$ cat src/rtl/fetch_return_queue.sv
// fetch_return_queue: pairs in-order memory returns with their fetch pc and
// buffers them in a DEPTH-entry in-order queue feeding decode.
//
// Ports
//   clk, rst           clock; asynchronous active-low reset
//   req_valid/req_pc   fetch issued by the PC side; req_ready = slot available
//   mem_rsp_valid/...  one returned instruction per cycle, in request order
//   flush              redirect: drop all buffered and in-flight fetches
//   out_valid/out_pc/  head entry presented to decode; out_ready accepts it
//   out_instr/out_ready
//   err                sticky: a response arrived with nothing outstanding
module fetch_return_queue #(
  parameter int unsigned WIDTH  = 32,
  parameter int unsigned IWIDTH = 32,
  parameter int unsigned DEPTH  = 4
) (
  input  logic              clk,
  input  logic              rst,
  input  logic              req_valid,
  input  logic [WIDTH-1:0]  req_pc,
  output logic              req_ready,
  input  logic              mem_rsp_valid,
  input  logic [IWIDTH-1:0] mem_rsp_instr,
  input  logic              flush,
  output logic              out_valid,
  output logic [WIDTH-1:0]  out_pc,
  output logic [IWIDTH-1:0] out_instr,
  input  logic              out_ready,
  output logic              err
);

  localparam int unsigned PTR_W  = (DEPTH > 1) ? $clog2(DEPTH) : 1;
  localparam int unsigned CNT_W  = $clog2(DEPTH + 1);
  // Responses still owed by memory for flushed fetches can span several
  // flush epochs, so this counter gets headroom beyond one queue's worth.
  localparam int unsigned DROP_W = CNT_W + 4;

  logic [WIDTH-1:0]  slot_pc     [DEPTH];
  logic [IWIDTH-1:0] slot_instr  [DEPTH];
  logic [DEPTH-1:0]  slot_filled;

  logic [PTR_W-1:0]  head;
  logic [PTR_W-1:0]  tail;
  logic [PTR_W-1:0]  fill_ptr;
  logic [CNT_W-1:0]  alloc_cnt;
  logic [CNT_W-1:0]  unfilled_cnt;
  logic [DROP_W-1:0] drop_cnt;

  logic              empty;
  logic              accept;
  logic              deq;
  logic              rsp_drop;
  logic              rsp_fill;
  logic              rsp_spurious;
  logic [DROP_W-1:0] drop_sum;
  logic [DROP_W-1:0] drop_on_flush;

  // Handshake and response classification from registered state.
  assign empty        = (alloc_cnt == '0);
  assign req_ready    = rst & ~flush & (alloc_cnt < CNT_W'(DEPTH));
  assign accept       = req_valid & req_ready;
  assign out_valid    = slot_filled[head];
  assign out_pc       = empty ? '0 : slot_pc[head];
  assign out_instr    = empty ? '0 : slot_instr[head];
  assign deq          = out_valid & out_ready & ~flush;
  assign rsp_drop     = mem_rsp_valid & ~flush & (drop_cnt != '0);
  assign rsp_fill     = mem_rsp_valid & ~flush & (drop_cnt == '0) & (unfilled_cnt != '0);
  assign rsp_spurious = mem_rsp_valid & ~flush & (drop_cnt == '0) & (unfilled_cnt == '0);

  // On flush every unfilled slot becomes a response to discard; a response
  // arriving in the flush cycle itself pays one of those off immediately.
  assign drop_sum      = drop_cnt + DROP_W'(unfilled_cnt);
  assign drop_on_flush = (mem_rsp_valid && (drop_sum != '0)) ? drop_sum - DROP_W'(1) : drop_sum;

  // Queue state. Accept, fill and dequeue always touch distinct slots:
  // tail is unallocated, the fill slot is allocated but unfilled, and the
  // head is filled when it dequeues.
  always_ff @(posedge clk or negedge rst) begin
    if (!rst) begin
      for (int i = 0; i < int'(DEPTH); i++) begin
        slot_pc[i]    <= '0;
        slot_instr[i] <= '0;
      end
      slot_filled  <= '0;
      head         <= '0;
      tail         <= '0;
      fill_ptr     <= '0;
      alloc_cnt    <= '0;
      unfilled_cnt <= '0;
      drop_cnt     <= '0;
      err          <= 1'b0;
    end else if (flush) begin
      slot_filled  <= '0;
      head         <= '0;
      tail         <= '0;
      fill_ptr     <= '0;
      alloc_cnt    <= '0;
      unfilled_cnt <= '0;
      drop_cnt     <= drop_on_flush;
    end else begin
      if (accept) begin
        slot_pc[tail]     <= req_pc;
        slot_instr[tail]  <= '0;
        slot_filled[tail] <= 1'b0;
        tail              <= tail + PTR_W'(1);
      end
      if (rsp_fill) begin
        slot_instr[fill_ptr]  <= mem_rsp_instr;
        slot_filled[fill_ptr] <= 1'b1;
        fill_ptr              <= fill_ptr + PTR_W'(1);
      end
      if (deq) begin
        slot_filled[head] <= 1'b0;
        head              <= head + PTR_W'(1);
      end
      alloc_cnt    <= alloc_cnt + CNT_W'(accept) - CNT_W'(deq);
      unfilled_cnt <= unfilled_cnt + CNT_W'(accept) - CNT_W'(rsp_fill);
      if (rsp_drop) begin
        drop_cnt <= drop_cnt - DROP_W'(1);
      end
      if (rsp_spurious) begin
        err <= 1'b1;
      end
    end
  end

endmodule

$ cat config.mk
export PLATFORM = sky130hd
export DESIGN_NAME = fetch_return_queue
export DESIGN_NICKNAME = d
export VERILOG_FILES = /design/src/rtl/fetch_return_queue.sv
export SDC_FILE = /design/constraint.sdc
export NUM_CORES = 1
export LEC_CHECK = 0
export CELL_PAD_IN_SITES_DETAIL_PLACEMENT = 1
export CELL_PAD_IN_SITES_GLOBAL_PLACEMENT = 2
export CORE_MARGIN = 2
export CORE_UTILIZATION = 39
export CTS_CLUSTER_DIAMETER = 80
export DETAILED_ROUTE_END_ITERATION = 7
export HOLD_SLACK_MARGIN = 0.15
export PLACE_DENSITY = 0.88
export SYNTH_ARGS = -nofsm -noshare
export SYNTH_HDL_FRONTEND = slang
export SYNTH_SLANG_ARGS = --single-unit
export TNS_END_PERCENT = 10
$ cat constraint.sdc
create_clock -name clk -period 3 [get_ports clk]
set_clock_uncertainty 0.15 [all_clocks]
set_input_delay 0.45 -clock clk [delete_from_list [all_inputs] [get_ports clk]]
set_output_delay 0.45 -clock clk [all_outputs]
set_load 0.03 [all_outputs]
==> results.sh <==
export IMPL_detail_route_iter0_violations=467
export IMPL_ys_warn_count=0
export IMPL_vias=9135
export IMPL_via_per_inst=5.40
export IMPL_final_cell_mix="dfrtp_1, nand3_1, mux2_2"
export IMPL_synth_cell_types=47
export IMPL_path_max_fanout=10
export IMPL_synth_cells=1078
export IMPL_slew_limit_headroom_pct=27.2
export IMPL_cts_tree="built"
export IMPL_slew_violations=0
export IMPL_hold_class="flop to flop"
export IMPL_numCtsBuffers=31
export IMPL_n_antenna_cell=0
export IMPL_core_area_um2=34300
export IMPL_initial_utilization_pct=39.3
export IMPL_setup_viol=2
export IMPL_synth_xor_area_share_pct=1.36
export IMPL_violations="negative setup slack"
export IMPL_cp_arrival_ns=2.41
export IMPL_dpl_hpwl_um=21600
export IMPL_antenna_found_initial=0
export IMPL_clock_sinks=280
export IMPL_syn_area_per_cell_um2=12.5
export IMPL_clk_pin_slew_ns=0.06
export IMPL_rsz0062_at_grt="true"
export IMPL_fin_util_pct=48.1
export IMPL_drv_cap=0
export IMPL_hold_viol_final=0
export IMPL_whs_ns=0.313
export IMPL_layout_commonest_cell="dfrtp_1"
export IMPL_synth_top_family_by_area="multiplexers"
export IMPL_root_buffer="clkbuf_16"
export IMPL_worst_pin_slew_ns=1.09
export IMPL_die_w_um=190
export IMPL_cp_start_kind="flop"
export IMPL_cts_max_level=1
export IMPL_placed_cells=1619
export IMPL_powerDensity_nw_per_um2=602
export IMPL_endpoint_kind="output pin"
export IMPL_gp_congestion=0.748
export IMPL_wl_per_cell_um=20.7
export IMPL_dpl_cell_area_um2=15300
export IMPL_synth_cell_area_um2=13500
export IMPL_ir_drop_uv=511
export IMPL_preCtsSetupSlack_ns=0.0601
export IMPL_ys_seq_area_share_pct=51.9
export IMPL_synth_seq_cells=280
export IMPL_wirelength_um=34900
export IMPL_status="complete, but fails checks"
export IMPL_synth_adder_area_share_pct=2.49
export IMPL_synthMuxAreaShare_pct=21.7
export IMPL_grt_remaining_overflow=0
export IMPL_port_buffers=136
export IMPL_setup_tns_ns=-0.00718
export IMPL_power_mw=9.93
export IMPL_worstPathRequired_ns=2.40
export IMPL_p_leak_nw=7.22
export IMPL_grt_pass1_vias=10300
export IMPL_synth_compound_area_share_pct=6.62
export IMPL_syn_nets=1173
export IMPL_boundaryPins=137
export IMPL_grt_max_degree=87
export IMPL_syn2layout_area_growth_pct=22.3
export IMPL_yosys_area_share_simple_pct=11.3
export IMPL_grt_pass1_wl_um=56800
export IMPL_post_route_period_util_pct=100
export IMPL_drt_first_pass_iters=4
export IMPL_final_area_um2=16500
export IMPL_fin_nets=1307
export IMPL_max_freq_mhz=333
export IMPL_grt_total_usage_pct=19.8
export IMPL_drcViolationCount=0
export IMPL_finalNonFillerCells=1691
export IMPL_die_y_um=190
export IMPL_fin_ws_ns=-0.00578
export IMPL_synth_enable_flop_cells=0
export IMPL_rows=68
export IMPL_path_class="flop to output pin"
export IMPL_synthFlopType="dfrtp_1"
export IMPL_ant_nets=0
export IMPL_die_area_um2=36100
export IMPL_clock_latency_ns=0.56
export IMPL_ys_async_sr_fraction_pct=100
export IMPL_min_period_ns=3.01
export IMPL_drive_above_1_share_pct=29.7
export IMPL_cts_max_path_buffers=3
-- cells in the mapped netlist, drive strengths merged, types with 2 or more instances --
library cell  number  share of area, %
o211ai             2              0.11
inv               17              0.47
nor3b              2              0.11
or3                2             0.093
nor2b             66               3.1
a221oi             4              0.26
a21oi              9              0.33
mux4              65                11
nor4               3              0.25
a211oi             2              0.11
fa                 3              0.45
clkbuf            28              0.78
nand2             52               1.5
nor3               6              0.31
a21o               2              0.11
o21ai            133               5.1
ha                22               2.0
xnor2             14              0.91
nand3            134               5.0
mux2i              2              0.15
dfrtp            280                52
nand4              2             0.093
buf               63               3.4
mux2             128                11
and2               2             0.093
nor2              16              0.45
xor2               7              0.45
-- state kept, by name, indices dropped and copies added, names as in the netlist --
| register | cells |
|---|---|
| slot_pc | 128 |
| tail | 2 |
| unfilled_cnt | 3 |
| slot_filled | 4 |
| drop_cnt | 7 |
| err | 1 |
| fill_ptr | 2 |
| alloc_cnt | 3 |
| slot_instr | 128 |
| head | 2 |
-- per-layer routing --
layer	vias up	wire, um	GRT usage [%]
li1	4139	-	-
met1	4832	15400	26.1
met2	132	17900	35.1
met3	32	1200	2.40
met4	0	437	3.73
met5	-	0	0
-- power by group --
group	leakage, nW	internal [mW]	switching (mW)
Combinational	2.93	0.793	0.724
Sequential	3.76	4.18	0.276
Clock	0.534	2.41	1.55
-- path summary, 6_finish.rpt --
path | startpoint | endpoint | slack [ns] | cells past startpoint
setup / recovery | head[0] | out_instr[24] | -0.006 | 6
hold / removal | err | err | 0.31 | 1
setup reg to reg | head[0] | alloc_cnt[2] | 0.12 | 11
hold reg to reg | err | err | 0.31 | 1
max in group asynchronous | rst | head[0] | 0.87 | 4
min in group asynchronous | rst | drop_cnt[0] | 0.51 | 3
-- critical path, stage by stage, from the launching register on --
cell and delay, ns:
dfrtp_4 0.51, buf_12 0.15, buf_16 0.14, buf_4 0.15, mux4_2 0.31, nor2b_1 0.24, clkdlybuf4s15_2 0.34
-- area by class of cell --
type,count,area (um2)
Inverter,17,63.8
Clock buffer,42,887
Sequential cell,280,7010
Timing Repair Buffer,192,1890
Clock inverter,15,185
Fill cell,3504,17800
Tap cell,455,569
Multi-Input combinational cell,690,5890
-- repair_timing --
action	4_1_cts	5_1_grt
endpoints found under the setup margin	64	55
gates resized for setup	126	40
hold endpoints to repair	128	0
gates cloned	1	1
hold buffers	4	0
setup buffers	6	3
-- kinds of logic (layout without fill, tap and decap cells) --
group,Yosys count,after routing
compound gates,160,160
fa+ha+maj,25,25
simple gates,289,289
flops,280,280
mux,195,195
buf+inv,108,266
xor+xnor,21,21
(Power assumes the default switching activity.)
